File: config.mk
export PLATFORM = sky130hd
export DESIGN_NAME = aes_encr_pipe_ctrl
export DESIGN_NICKNAME = d
export VERILOG_FILES = /design/src/rtl/aes_pkg.sv /design/src/rtl/aes_ctrl_fifo.sv /design/src/rtl/aes_encr_pipe_ctrl.sv
export SDC_FILE = /design/constraint.sdc
export NUM_CORES = 1
export LEC_CHECK = 0
export ABC_CLOCK_PERIOD_IN_PS = 9100
export CAP_MARGIN = 25
export CORE_AREA = 2 2 309 311
export CTS_BUF_LIST = sky130_fd_sc_hd__clkbuf_8
export CTS_CLUSTER_DIAMETER = 50
export DETAILED_ROUTE_END_ITERATION = 7
export DIE_AREA = 0 0 311 313
export GPL_TIMING_DRIVEN = 0
export PLACE_DENSITY = 0.71
export SETUP_SLACK_MARGIN = 0.02
export SYNTH_ARGS = -nofsm -noshare
export SYNTH_HDL_FRONTEND = slang
export SYNTH_SLANG_ARGS = --single-unit
File: constraint.sdc
create_clock -name clk -period 9.1 [get_ports clk]
set_input_delay 1.82 -clock clk [delete_from_list [all_inputs] [get_ports clk]]
set_output_delay 1.82 -clock clk [all_outputs]
set_load 0.02 [all_outputs]
File: src/rtl/aes_pkg.sv
// Shared constants and types for the AES encryption pipeline controller.
// Latency: n/a (declarations only).
// Backpressure: n/a.
package aes_pkg;

  localparam int N              = 128;
  localparam int LAT_DEFAULT    = 10;
  localparam int FIFO_DEPTH_DEF = 4;
  localparam int TAG_W_DEFAULT  = 4;

  localparam int INFL_W_DEFAULT   = $clog2(LAT_DEFAULT + 1);
  localparam int FIFO_CNT_W_DEF   = $clog2(FIFO_DEPTH_DEF) + 1;

  typedef enum logic [1:0] {
    NOKEY = 2'd0,
    RUN   = 2'd1,
    DRAIN = 2'd2
  } ctrl_state_t;

endpackage

File: src/rtl/aes_ctrl_fifo.sv
// First-word-fall-through FIFO holding captured ciphertext and tags.
// Latency: one edge from push to head visible; head is combinational from storage.
// Backpressure: upstream credit keeps it from filling; push when full is ignored.
module aes_ctrl_fifo #(
  parameter int W     = 132,
  parameter int DEPTH = 4,
  localparam int AW   = $clog2(DEPTH)
) (
  input  logic          clk,
  input  logic          rst_n,
  input  logic          push,
  input  logic [W-1:0]  push_dat,
  input  logic          pop,
  output logic [W-1:0]  head,
  output logic          empty,
  output logic [AW:0]   count
);

  logic [W-1:0] mem [DEPTH];
  logic [AW:0]  wptr;
  logic [AW:0]  rptr;
  logic         full;
  logic         do_push;
  logic         do_pop;

  // Extra pointer bit distinguishes full from empty when the indices match.
  assign empty   = (wptr == rptr);
  assign full    = (wptr[AW] != rptr[AW]) && (wptr[AW-1:0] == rptr[AW-1:0]);
  assign count   = wptr - rptr;
  assign do_push = push && !full;
  assign do_pop  = pop && !empty;
  assign head    = empty ? '0 : mem[rptr[AW-1:0]];

  always_ff @(posedge clk or negedge rst_n) begin
    if (!rst_n) begin
      wptr <= '0;
      rptr <= '0;
    end else begin
      if (do_push) wptr <= wptr + 1'b1;
      if (do_pop)  rptr <= rptr + 1'b1;
    end
  end

  always_ff @(posedge clk) begin
    if (do_push) mem[wptr[AW-1:0]] <= push_dat;
  end

endmodule

File: src/rtl/aes_encr_pipe_ctrl.sv
// Sequencer for the pipelined AES-128 datapath: admits blocks, tracks them, buffers ciphertext.
// Latency: accept to out_valid is LAT+1 edges when the output FIFO is empty.
// Backpressure: in_ready is credit based (in flight + buffered < FIFO_DEPTH); the datapath never stalls.
module aes_encr_pipe_ctrl
  import aes_pkg::*;
#(
  parameter int N          = aes_pkg::N,
  parameter int LAT        = 10,
  parameter int FIFO_DEPTH = 4,
  parameter int TAG_W      = 4
) (
  input  logic             clk,
  input  logic             rst_n,
  input  logic             key_load,
  input  logic [N-1:0]     key_in,
  output logic             key_ack,
  output logic             key_valid,
  input  logic             in_valid,
  output logic             in_ready,
  input  logic [N-1:0]     in_data,
  input  logic [TAG_W-1:0] in_tag,
  output logic             out_valid,
  input  logic             out_ready,
  output logic [N-1:0]     out_data,
  output logic [TAG_W-1:0] out_tag,
  output logic [N-1:0]     dp_plaintext,
  output logic [N-1:0]     dp_key,
  input  logic [N-1:0]     dp_ciphertext,
  output logic             busy
);

  localparam int INFL_W = $clog2(LAT + 1);
  localparam int CNT_W  = $clog2(FIFO_DEPTH) + 1;
  localparam int SUM_W  = 16;

  ctrl_state_t        state;
  ctrl_state_t        state_nxt;
  logic [INFL_W-1:0]  inflight;
  logic [LAT-1:0]     sr_vld;
  logic [TAG_W-1:0]   sr_tag [LAT];
  logic               cap_vld;
  logic [TAG_W-1:0]   cap_tag;
  logic               accept;
  logic               push;
  logic               fifo_empty;
  logic [CNT_W-1:0]   fifo_count;
  logic [SUM_W-1:0]   occupancy;
  logic [N+TAG_W-1:0] fifo_head;

  assign accept    = in_valid && in_ready;
  assign push      = cap_vld;
  // Current-cycle values only: a pop this cycle does not return its credit until next cycle.
  assign occupancy = SUM_W'(inflight) + SUM_W'(fifo_count);

  always_ff @(posedge clk or negedge rst_n) begin
    if (!rst_n) state <= NOKEY;
    else        state <= state_nxt;
  end

  always_comb begin
    state_nxt = state;
    unique case (state)
      NOKEY:   if (key_load) state_nxt = RUN;
      RUN:     if (key_load) state_nxt = DRAIN;
      DRAIN:   if (inflight == '0) state_nxt = RUN;
      default: state_nxt = NOKEY;
    endcase
  end

  // A pending key request blocks new blocks so the key swap cannot starve.
  always_comb begin
    in_ready = 1'b0;
    key_ack  = 1'b0;
    unique case (state)
      NOKEY:   key_ack  = key_load;
      RUN:     in_ready = !key_load && (occupancy < SUM_W'(FIFO_DEPTH));
      DRAIN:   key_ack  = (inflight == '0);
      default: ;
    endcase
  end

  always_ff @(posedge clk or negedge rst_n) begin
    if (!rst_n) begin
      dp_key       <= '0;
      key_valid    <= 1'b0;
      dp_plaintext <= '0;
    end else begin
      if (key_ack) begin
        dp_key    <= key_in;
        key_valid <= 1'b1;
      end
      if (accept) dp_plaintext <= in_data;
    end
  end

  // Tag/valid travel alongside the datapath; the extra cap stage lines up with dp_ciphertext.
  always_ff @(posedge clk or negedge rst_n) begin
    if (!rst_n) begin
      sr_vld  <= '0;
      for (int i = 0; i < LAT; i++) sr_tag[i] <= '0;
      cap_vld <= 1'b0;
      cap_tag <= '0;
    end else begin
      sr_vld    <= {sr_vld[LAT-2:0], accept};
      sr_tag[0] <= accept ? in_tag : '0;
      for (int i = 1; i < LAT; i++) sr_tag[i] <= sr_tag[i-1];
      cap_vld   <= sr_vld[LAT-1];
      cap_tag   <= sr_tag[LAT-1];
    end
  end

  always_ff @(posedge clk or negedge rst_n) begin
    if (!rst_n) begin
      inflight <= '0;
    end else begin
      unique case ({accept, push})
        2'b10:   inflight <= inflight + INFL_W'(1);
        2'b01:   inflight <= inflight - INFL_W'(1);
        default: inflight <= inflight;
      endcase
    end
  end

  aes_ctrl_fifo #(
    .W     (N + TAG_W),
    .DEPTH (FIFO_DEPTH)
  ) u_fifo (
    .clk      (clk),
    .rst_n    (rst_n),
    .push     (push),
    .push_dat ({dp_ciphertext, cap_tag}),
    .pop      (out_valid && out_ready),
    .head     (fifo_head),
    .empty    (fifo_empty),
    .count    (fifo_count)
  );

  assign out_valid = !fifo_empty;
  assign out_data  = fifo_head[N+TAG_W-1:TAG_W];
  assign out_tag   = fifo_head[TAG_W-1:0];
  assign busy      = (inflight != '0) || !fifo_empty;

endmodule

# Yosys cells after proc, flatten, opt, wreduce, memory -nomap -nowiden

Memories as Yosys holds them, arrays and structs flattened.
Index checks and enable logic that the tools add are counted.

Add/subtract/negate cells: 6
Magnitude comparators: 1
Eq/ne operators: 10
Mux-type cells: 11
Reduce and logical (&&, ||, !) cells: 15

Operator list:

| cell                                                                          | number |
|---|---|
| 132-bit 2-to-1 mux                                                            | 1 |
| 4-bit one-hot mux with 2 select lines                                         | 1 |
| 3-bit by 1-bit adder with 3-bit output (second input constant)                | 2 |
| 1-bit logical AND                                                             | 6 |
| 2-bit 2-to-1 mux                                                              | 3 |
| 2-bit != test (second input constant)                                         | 3 |
| 2-bit one-hot mux with 3 select lines                                         | 1 |
| 4-bit by 3-bit adder with 5-bit output                                        | 1 |
| 5-bit by 3-bit less-than comparator with 1-bit output (second input constant) | 1 |
| 4-bit by 1-bit adder with 4-bit output (second input constant)                | 1 |
| 2-bit by 1-bit == test with 1-bit output (second input constant)              | 2 |
| 2-bit == test (second input constant)                                         | 2 |
| 4-bit zero test                                                               | 1 |
| 4-bit 2-to-1 mux                                                              | 1 |
| 4-bit nonzero test                                                            | 1 |
| 4-bit by 1-bit subtractor with 4-bit output (second input constant)           | 1 |
| 3-bit == test                                                                 | 1 |
| 1-bit zero test                                                               | 3 |
| 1-bit 2-to-1 mux                                                              | 3 |
| 3-bit AND reduction                                                           | 1 |
| 3-bit subtractor                                                              | 1 |
| 2-bit == test                                                                 | 1 |
| 2-bit zero test                                                               | 1 |
| 1-bit one-hot mux with 2 select lines                                         | 1 |
| 3 further kinds                                                               | 3 |

Register bits: 324
Bits in writable memories: 528
Bits of input ports: 393
Logic and storage cells: 64
Memories: 1

Memory list:

| memory     | words | bits a word | read ports | clocked after Yosys merged registers in | write ports | RTL line            | source |
|---|---|---|---|---|---|---|---|
| u_fifo.mem | 4     | 132         | 1          | 0                                       | 1           | aes_ctrl_fifo.sv:19 | `logic [W-1:0] mem [DEPTH];` |

# Depth between registers and ports, before layout

Gate-level depths: netlist (run 1).

Word-level depth: 8
Mapped depth: 16
Gate-level depth less buffers: 14

# Cells and area by module

Synthesis (run 1) repeated with hierarchy kept, for this count alone.

Cells, all modules: 1,833
Area, all modules: 32,924.1 um2

By module, submodules not included:

| module             | times used | cells an instance | area each (um2) | seq. area each (um2) |
|---|---|---|---|---|
| aes_ctrl_fifo      | 1          | 879               | 20,358.3        | 16,005.4 |
| aes_encr_pipe_ctrl | 1          | 954               | 12,565.8        | 7,957.6 |

# Least setup slack after synthesis (run 1)

OpenSTA, ideal clock, no wires.

Kind: register to register
From: reg u_fifo.rptr[1]
To: mem u_fifo.mem[3][0], enable pin
Library setup time: 0.705 ns
Data arrival time: 8.641 ns
Path slack: -0.247 ns
Stages on the path, launching flop included: 7
Buffers on the path: 3
Cells stage by stage: dfrtp_1 -> buf_2 -> clkbuf_1 -> buf_2 -> inv_1 -> ha_1 -> a31oi_1

Longest elaborated chain between the ends: 6

Ends and longest elaborated chain:

| item                                   | RTL line            | source |
|---|---|---|
| start: declaration                     | aes_ctrl_fifo.sv:21 | `logic [AW:0] rptr;` |
| start signal: assignment               | aes_ctrl_fifo.sv:40 | `if (do_pop) rptr <= rptr + 1'b1;` |
| 2-bit == test                          | aes_ctrl_fifo.sv:28 | `assign full = (wptr[AW] != rptr[AW]) && (wptr[AW-1:0] == rptr[AW-1:0]);` |
| 1-bit logical AND                      | aes_ctrl_fifo.sv:28 |  |
| 1-bit zero test                        | aes_ctrl_fifo.sv:30 | `assign do_push = push && !full;` |
| 1-bit logical AND                      | aes_ctrl_fifo.sv:30 |  |
| 1-bit 2-to-1 mux                       | aes_ctrl_fifo.sv:45 | `if (do_push) mem[wptr[AW-1:0]] <= push_dat;` |
| 1-bit 2-to-1 mux (implied by the code) | aes_ctrl_fifo.sv:45 |  |
| end: declaration                       | aes_ctrl_fifo.sv:19 |  |

No other way between the ends.

# Final worst setup path (run 1)

From: reg u_fifo.rptr[1]
To: out out_data[118]

Longest elaborated chain between the ends: 2
Elaborated cells on any way between the ends: 3
Those cells by class: 1 x eq/ne; 1 x mux; 1 x memory

Ends and longest elaborated chain:

| item                                                     | RTL line                 | source |
|---|---|---|
| memory read 4 x 132 bit or 3-bit == test (tied branches) | n/a                      |  |
| 132-bit 2-to-1 mux (*)                                   | aes_ctrl_fifo.sv:32      | `assign head = empty ? '0 : mem[rptr[AW-1:0]];` |
| end: declaration                                         | aes_encr_pipe_ctrl.sv:24 | `output logic [N-1:0] out_data,` |

Every way passes the cells marked *; elsewhere a longest branch is shown, timed or not.

==> key figures, run 1 <==
Pwr
  • Pleak: 17.8 nW
  • VDD IR max: 0.227 mV
  • Clock network fraction of design power: 0.216
  • Internal Pwr Total: 9.88 mW
  • Cell Pwr Density: 339 mW/mm^2
  • Share of power burned in registers: 0.337
  • Combinational fraction of design power: 0.447
  • Sw Share: 0.365
  • P_sw: 5.68 mW

Synth
  • Top cells by area, synth: edfxtp_1, dfrtp_1, mux4_2
  • Post-Syn Area: 0.0331 mm^2
  • Asr flop ratio synth: 0.380
  • Mapped Cells: 1827
  • Post-synth top flop: edfxtp_1
  • Synth Warn #: 0
  • Seq cells post-synth: 852
  • Netlist cell types: 41
  • Top-area cell type share of the netlist area: 0.479
  • Leading area contributor after synthesis: edfxtp_1
  • Syn Area/Cell: 18.1 um^2
  • Syn Nets: 2234
  • Sequential share of the synthesized area: 0.724
  • Post-synth EDFFs: 528

Global routing
  • Top Usage Layer GRT: met2
  • Largest net degree at the start of global routing: 113
  • First-pass GRT wire length: 147 mm
  • M3 GR Usage: 0.0782
  • Vias in the first global route: 21200
  • Initial antenna violation count: 51
  • Total gr overflow: 0
  • GRT Total Usage: 0.210
  • GR Util met1: 0.234
  • Met2 Use GR: 0.342

Finish
  • Area growth, synth to finish: 38.6%
  • Layout cells sized above 1: 0.193
  • Finished Layout Cells: 4192
  • Commonest cells after routing, fill and taps aside: clkdlybuf4s50_1, edfxtp_1, dfrtp_1, inv_1, clkbuf_8
  • Most common cell after layout, fill and taps aside: clkdlybuf4s50_1
  • Final #Nets: 3185

STA
  • Min Tclk post-route: 7.21 ns
  • Actual slew at the worst max-slew pin: 0.855 ns
  • Setup Viol. Count Final: 0
  • Hold_ws: 0.334 ns
  • Final Skew: 0.0321 ns
  • RSZ-0062 raised after global routing: false
  • Slew headroom: 0.430
  • Final Cycle Share: 0.792
  • Achievable frequency: 0.139 GHz
  • Fin. max-slew vios: 0
  • Final Hold Fails: 0

Flow run
  • Max Cap Viol: 0

Worst setup path
  • Critical path peak fanout: 10
  • Worst EP required: 7.28 ns
  • Slowest CP cell: nor2_2
  • Critical path arrival: 5.39 ns
  • Critical path type: flop to primary output
  • Worst stage delay on the critical path: 0.64 ns
  • Setup crit end kind: primary output
  • Most used cell along the critical path: buf_2
  • Worst-path cell chain: buf_2 > clkbuf_1 > buf_2 > inv_1 > ha_1 > nand2_1 > nor2_2 > buf_2 > clkbuf_1 > nor2b_1 > clkdlybuf4s50_1
  • Startpoint class of the critical path: flop

Die
  • Area of the die: 0.0973 mm^2
  • Std-Cell Rows: 113
  • Initial Util: 0.351
  • Placeable Area: 0.0942 mm^2
  • Die H: 313 um
  • Io pins: 786
  • Die X: 311 um

Detailed routing
  • Drt initial violations: 1846
  • Via Count: 20400
  • Post-route ant nets: 0
  • Routed WL per cell: 24.8 um
  • DRC viols: 0
  • Via density: 4.87
  • Initial DRT Pass Iterations: 5
  • DRT Wirelength: 104 mm

CTS
  • Root Driver: clkbuf_8
  • Max Buffers Root-to-Sink: 3
  • Clk slew on worst S/H paths: 0.06 ns
  • CTS tree: yes
  • CTS resizes: 0
  • Worst-skew pair later-pin latency: 0.80 ns
  • Clock sink count: 852
  • Post-CTS Hold Buffers: 0
  • Num CTS Buffers: 148
  • Htree depth: 4
  • Setup bufs post-CTS: 0

Placement
  • Final GP Congestion: 0.956
  • Placed cells: 3893
  • IO Port Bufs: 785
  • Detailed Place HPWL: 76.4 mm

Outcome
  • Status: completed

Min path
  • Worst Hold Class: flop to flop
[routing by layer]
layer	share of wire	up-vias
met2	0.49	1003
met5	0.0010	-
met4	0.054	16
li1	-	8822
met1	0.35	10300
met3	0.097	258
[power groups by stage]
stage	combinational, mW	clock, mW	sequential, mW
6_report	6.96	3.36	5.24
5_1_grt	7.34	3.63	5.29
4_1_cts	7.04	3.47	5.21
3_5_place_dp	7.02	0	5.25
3_3_place_gp	6.96	0	5.29
2_1_floorplan	3.07	0	5.82
[state kept, by name, summed over array words and instances, names as in the netlist, 2 cells and up]
signal / flops
cap_tag: 4
dp_key: 128
dp_plaintext: 128
inflight: 4
sr_tag: 40
sr_vld: 10
state: 2
u_fifo.mem: 528
u_fifo.rptr: 3
u_fifo.wptr: 3
[area by class of cell]
type / count / area (um^2)
Inverter: 139 / 522
Multi-Input combinational cell: 719 / 7930
Clock buffer: 167 / 2300
Fill cell: 8064 / 48300
Tap cell: 1265 / 1580
Sequential cell: 852 / 24000
Clock inverter: 101 / 552
Timing Repair Buffer: 801 / 8250
Buffer: 117 / 699
Antenna cell: 31 / 77.6
[worst max-delay path, delay by kind of cell, from the launching register on]
family	cells	cell delay, ns
adders and majority gates	1	0.37
buffers and inverters	7	2.97
DFF	1	0.34
and+or+nand+nor	3	0.87
[Yosys cell counts (all sizes together), types with 3 or more instances]
| cell | instances |
|---|---|
| xnor2 | 5 |
| o32ai | 128 |
| xor2 | 3 |
| buf | 62 |
| nor3b | 4 |
| nor2b | 133 |
| nand2 | 133 |
| dfrtp | 324 |
| a21oi | 3 |
| ha | 12 |
| edfxtp | 528 |
| clkbuf | 55 |
| inv | 139 |
| mux2 | 131 |
| o21ai | 3 |
| and2 | 7 |
| mux4 | 132 |
[path summary, 6_finish.rpt]
kind,from,endpoint,slack [ns],cells past startpoint
setup / recovery,u_fifo.rptr[1],out_data[118],1.89,11
hold / removal,sr_tag[17],sr_tag[13],0.33,0
setup reg to reg,u_fifo.rptr[1],inflight[3],3.79,16
hold reg to reg,sr_tag[17],sr_tag[13],0.33,0
max in group asynchronous,rst_n,dp_plaintext[75],6.96,3
min in group asynchronous,rst_n,dp_plaintext[21],0.82,1
[kinds of logic (layout without fill, tap and decap cells)]
group,count (synthesis),count (layout),share of synthesized area
compound gates,142,142,0.0367
xor+xnor,8,8,0.00212
buf+inv,256,1325,0.0369
mux,264,264,0.148
flops,852,852,0.724
simple gates,291,291,0.0467
fa+ha+maj,14,14,0.00575
other cells,0,31,0
[metrics by stage]
step / util / TNS [ns] / cell area [um^2] / setup WS [ns] / power (mW)
CTS: 0.486 / 0 / 45800 / 1.53 / 15.7
detailed placement: 0.456 / 0 / 42900 / 2.49 / 12.3
global route: 0.487 / 0 / 45900 / 1.47 / 16.3
global placement: 0.452 / -2891.81 / 42500 / -8.52 / 12.2
finish: 0.487 / 0 / 45900 / 1.89 / 15.6
floorplan: - / 0 / 33100 / 3.02 / 8.89
(Power assumes the default switching activity.)
==> inputs of run 2 (changes only) <==
ABC_CLOCK_PERIOD_IN_PS = 6380   (was 9100)
clock period = 6.38 ns   (was 9.1 ns; I/O delays follow)
==> run 2 against run 1 <==
  * Highest routed layer unchanged
  * Via count is essentially flat
  * Cell count about the same
  * Clock-buffer cell count did not move
  * Critical path type unchanged
  * Worst hold slack got worse by 0.056 ns
  * Critical endpoint is now out_data[77]
  * Sequential cell count unchanged
  * Utilization hardly changed
  * First-iteration DRC count increased by 0.38%
  * Critical path depth down 1
  * Clock power rose by 43%
==> key figures, run 2 (synthesis gave the netlist of run 1 again) <==
Detailed routing
  • DRT Wirelength: 104 mm
  • Post-route ant nets: 0
  • Via density: 4.87
  • Via Count: 20400
  • Initial DRT Pass Iterations: 5
  • Drt initial violations: 1853
  • DRC viols: 0
  • Routed WL per cell: 24.8 um

STA
  • Slew headroom: 0.460
  • Final Skew: 0.0303 ns
  • Actual slew at the worst max-slew pin: 0.810 ns
  • Hold_ws: 0.279 ns
  • Min Tclk post-route: 5.96 ns
  • Fin. max-slew vios: 0
  • Achievable frequency: 0.168 GHz
  • Final Cycle Share: 0.935
  • Final Hold Fails: 0
  • Setup Viol. Count Final: 0
  • RSZ-0062 raised after global routing: false

Finish
  • Flip-flop count of the largest register after layout: 528
  • Commonest cells after routing, fill and taps aside: clkdlybuf4s50_1, edfxtp_1, dfrtp_1, inv_1, clkbuf_8
  • Final core occ: 0.487
  • Layout cells sized above 1: 0.194
  • Area growth, synth to finish: 38.6%
  • Final #Nets: 3184
  • Most common cell after layout, fill and taps aside: clkdlybuf4s50_1
  • Final instance area: 0.0459 mm^2
  • Finished Layout Cells: 4189

Placement
  • Detailed Place HPWL: 76.4 mm
  • Placed cells: 3893
  • IO Port Bufs: 785
  • Placed inst area: 0.0429 mm^2
  • Final GP Congestion: 0.956

Pwr
  • Cell Pwr Density: 484 mW/mm^2
  • Pleak: 17.8 nW
  • P_sw: 8.11 mW
  • Internal Pwr Total: 14.1 mW
  • Combinational fraction of design power: 0.447
  • VDD IR max: 0.324 mV
  • Clock network fraction of design power: 0.216
  • Sw Share: 0.365
  • Share of power burned in registers: 0.336
  • Final total power: 22.2 mW

Die
  • Die H: 313 um
  • Die X: 311 um
  • Io pins: 786
  • Placeable Area: 0.0942 mm^2
  • Std-Cell Rows: 113
  • Area of the die: 0.0973 mm^2
  • Initial Util: 0.351

CTS
  • CTS tree: yes
  • Clk slew on worst S/H paths: 0.06 ns
  • Max Buffers Root-to-Sink: 3
  • Worst-skew pair later-pin latency: 0.82 ns
  • Htree depth: 4
  • Post-CTS Hold Buffers: 0
  • Setup bufs post-CTS: 0
  • Num CTS Buffers: 148
  • Root Driver: clkbuf_8
  • Clock sink count: 852

Worst setup path
  • Most used cell along the critical path: buf_2
  • RR Endpoint: inflight[3]
  • Setup crit end kind: primary output
  • Worst-path cell chain: buf_2 > buf_2 > inv_1 > ha_1 > nand2_1 > nor2_4 > buf_2 > clkbuf_1 > nor2b_1 > clkdlybuf4s50_1
  • Worst r2r src: u_fifo.rptr[1]
  • Worst setup path start: u_fifo.rptr[1]
  • Critical path arrival: 4.69 ns
  • R2R Setup Slk: 1.46 ns
  • Critical Path Sink: out_data[77]
  • Critical path peak fanout: 17
  • Critical path type: flop to primary output
  • Worst EP required: 5.10 ns
  • Slowest CP cell: clkdlybuf4s50_1
  • Startpoint class of the critical path: flop
  • R2r worst-path depth: 15
  • Worst stage delay on the critical path: 0.58 ns

Global routing
  • Initial antenna violation count: 51
  • Vias in the first global route: 21200
  • Total gr overflow: 0
  • Largest net degree at the start of global routing: 113
  • GRT Total Usage: 0.210
  • First-pass GRT wire length: 147 mm

Outcome
  • Status: completed

Min path
  • Worst Hold Class: input port to async pin

Flow run
  • Max Cap Viol: 0
## run 2: worst min-delay path by stage
stage	start	endpoint
final	rst_n	dp_plaintext[21]
after CTS	rst_n	dp_plaintext[21]
after floorplan	sr_tag[0]	cap_tag[0]
after global routing	rst_n	dp_plaintext[21]
after global placement	sr_vld[2]	sr_vld[3]
after detailed placement	sr_tag[8]	sr_tag[4]
## run 2: metal layers
layer  global-route usage  routed length, um  up-vias
met3               0.0782              10000      250
li1                     -                  -     8824
met2                0.342              51400      985
met5                    0                109        -
met4                0.133               5530       16
met1                0.234              36700    10300
## run 2: worst max-delay path: cells and delay by family, from the launching register on
family | cells | cell delay, ns
AND/OR/NAND/NOR | 3 | 0.74
flip-flops | 1 | 0.34
adder cells (fa/ha/maj) | 1 | 0.37
buffers and inverters | 6 | 2.42
## run 2: timing repair
item                                    in CTS  in global routing
gates resized for setup                      1                  4
gates cloned                                 0                  0
endpoints found under the setup margin     134                  6
## run 2: power groups by stage
stage / Sequential (mW) / Combinational (mW) / Clock (mW)
2_1_floorplan: 8.30 / 4.38 / 0
3_3_place_gp: 7.55 / 9.92 / 0
3_5_place_dp: 7.48 / 10.0 / 0
5_1_grt: 7.54 / 10.5 / 5.18
6_report: 7.47 / 9.93 / 4.80
4_1_cts: 7.43 / 10.0 / 4.95
## run 2: per-stage QoR
stage	setup slack [ns]	TNS (ns)
after global routing	0.0781	0
final	0.416	0
after floorplan	0.304	0
after CTS	0.0353	0
after global placement	-10.69	-4931.82
after detailed placement	0.310	0
## run 2: cell type report
class	instances	area, um^2
Antenna cell	29	72.6
Tap cell	1265	1580
Clock inverter	101	552
Timing Repair Buffer	801	8250
Clock buffer	167	2300
Fill cell	8062	48300
Sequential cell	852	24000
Buffer	116	698
Inverter	139	522
Multi-Input combinational cell	719	7930
==> inputs of run 3 (changes only) <==
CELL_PAD_IN_SITES_DETAIL_PLACEMENT = 1   (was unset)
CELL_PAD_IN_SITES_GLOBAL_PLACEMENT = 2   (was unset)
CORE_AREA = unset   (was 2 2 309 311)
CORE_UTILIZATION = 33   (was unset)
DIE_AREA = unset   (was 0 0 311 313)
PLACE_DENSITY = 0.87   (was 0.71)
SETUP_SLACK_MARGIN = unset   (was 0.02)
==> run 3 against run 2 <==
  * Combinational power about the same
  * Power is 0.76% higher
  * Via count shrank 0.12%
  * Global-route usage is 1.2 points higher
  * Largest cell class unchanged
==> key figures, run 3 (synthesis gave the netlist of run 1 again) <==
Worst setup path
  • Critical path peak fanout: 17
  • Critical path arrival: 4.59 ns
  • Startpoint class of the critical path: flop
  • Bufs and invs on worst path: 7
  • Setup crit end kind: primary output
  • Top delay family on crit path: buffers and inverters
  • Slowest CP cell: clkdlybuf4s50_1
  • Most used cell along the critical path: buf_2
  • Worst EP required: 5.10 ns
  • Worst-path cell chain: buf_2 > buf_2 > inv_1 > ha_1 > nand2_1 > nor2_4 > buf_12 > buf_2 > clkbuf_1 > nor2b_1 > clkdlybuf4s50_1
  • Worst stage delay on the critical path: 0.59 ns
  • Critical path type: flop to primary output

Global routing
  • GR Util met1: 0.234
  • GRT Total Usage: 0.222
  • First-pass GRT wire length: 163 mm
  • Largest net degree at the start of global routing: 99
  • Top Usage Layer GRT: met2
  • Total gr overflow: 0
  • Met2 Use GR: 0.378
  • Initial antenna violation count: 53
  • M3 GR Usage: 0.0906
  • Vias in the first global route: 23200

CTS
  • Worst-skew pair later-pin latency: 0.83 ns
  • CTS tree: yes
  • Clk slew on worst S/H paths: 0.06 ns
  • Clock sink count: 852
  • Max Buffers Root-to-Sink: 3
  • Htree depth: 4
  • Post-CTS Hold Buffers: 0
  • Root Driver: clkbuf_8
  • Num CTS Buffers: 146

Detailed routing
  • Routed WL per cell: 27.0 um
  • DRT Wirelength: 113 mm
  • Via Count: 20400
  • Post-route ant nets: 0
  • DRC viols: 0
  • Drt initial violations: 1239
  • Initial DRT Pass Iterations: 5
  • Via density: 4.85

Die
  • Placeable Area: 0.0989 mm^2
  • Area of the die: 0.102 mm^2
  • Die H: 319 um
  • Initial Util: 0.335
  • Die X: 319 um
  • Io pins: 786
  • Std-Cell Rows: 115

Finish
  • Area growth, synth to finish: 38.5%
  • Layout cells sized above 1: 0.191
  • Commonest cells after routing, fill and taps aside: clkdlybuf4s50_1, edfxtp_1, dfrtp_1, inv_1, clkbuf_8
  • Most common cell after layout, fill and taps aside: clkdlybuf4s50_1
  • Final #Nets: 3185
  • Flip-flop count of the largest register after layout: 528
  • Fillcell total: 9665

Placement
  • Detailed Place HPWL: 84.6 mm
  • IO Port Bufs: 785
  • Final GP Congestion: 0.945
  • Pre-CTS setup slack: 0.145 ns

Outcome
  • Status: completed

STA
  • RSZ-0062 raised after global routing: false
  • Achievable frequency: 0.170 GHz
  • Final Hold Fails: 0
  • Final WS setup: 0.511 ns
  • Min Tclk post-route: 5.87 ns
  • Final Skew: 0.0503 ns
  • Slew headroom: 0.467
  • Final Cycle Share: 0.920
  • Actual slew at the worst max-slew pin: 0.800 ns
  • Setup Viol. Count Final: 0
  • Fin. max-slew vios: 0

Pwr
  • Pleak: 17.8 nW
  • VDD IR max: 0.268 mV
  • Cell Pwr Density: 488 mW/mm^2
  • Final total power: 22.4 mW

Min path
  • Worst Hold Class: flop to flop

Flow run
  • Max Cap Viol: 0
## run 3: final timing paths
path                                startpoint          endpoint  slack (ns)  cells after the start
worst max-delay path            u_fifo.rptr[1]      out_data[84]        0.51                     11
worst min-delay path                sr_tag[24]        sr_tag[20]        0.34                      0
worst max register to register  u_fifo.rptr[1]       inflight[3]        1.27                     15
worst min register to register      sr_tag[24]        sr_tag[20]        0.34                      0
max in group asynchronous                rst_n        dp_key[20]        4.60                      3
min in group asynchronous                rst_n  dp_plaintext[49]        0.35                      1
## run 3: what timing repair did
item | 4_1_cts | 5_1_grt
gates resized for setup | 3 | 0
setup endpoints to repair | 134 | 0
setup buffers | 3 | 0
## run 3: where the power goes
group | leakage, nW | internal [mW] | switching (mW) | total [mW]
Sequential | 8.86 | 6.82 | 0.688 | 7.50
Clock | 1.55 | 2.35 | 2.33 | 4.68
Combinational | 7.39 | 4.79 | 5.41 | 10.2
Total | 17.8 | 14.0 | 8.42 | 22.4
## run 3: per-stage QoR
step | hold WS [ns] | utilization | cell area [um^2] | std cells | setup TNS, ns
after CTS | 0.242 | 0.463 | 45800 | 4170 | 0
after detailed placement | 0.336 | 0.435 | 43000 | 3915 | 0
final | 0.339 | 0.464 | 45800 | 4203 | 0
after global placement | 0.335 | 0.431 | 42600 | 3899 | -4659.29
after global routing | 0.288 | 0.464 | 45800 | 4199 | 0
after floorplan | 0.331 | - | 33100 | 1827 | 0
## run 3: metal layers
| layer | part of all wire | routed length, um | vias up |
|---|---|---|---|
| li1 | - | - | 8799 |
| met1 | 0.35 | 40100 | 10600 |
| met2 | 0.51 | 57800 | 759 |
| met3 | 0.089 | 10000 | 221 |
| met4 | 0.045 | 5150 | 26 |
| met5 | 0.0014 | 162 | - |
## run 3: final cells by class
type	count	area, um^2	share of cell area
Timing Repair Buffer	804	8320	0.181
Buffer	116	698	0.0152
Multi-Input combinational cell	719	7930	0.173
Clock inverter	95	537	0.0117
Antenna cell	33	82.6	0.00180
Clock buffer	158	2170	0.0474
Tap cell	1287	1610	0.0351
Sequential cell	852	24000	0.523
Inverter	139	522	0.0114
## run 3: worst reg2reg max path: stages, from the launching register on
cell and delay (ns):
dfrtp_1 0.36, buf_2 0.46, buf_2 0.44, inv_1 0.16, fa_1 0.45, xnor2_1 0.14, ha_1 0.34, nor4_4 0.29
and4_2 0.27, clkbuf_1 0.35, inv_1 0.09, ha_1 0.29, ha_1 0.38, or4b_2 0.70, o311ai_0 0.14, o211ai_1 0.12
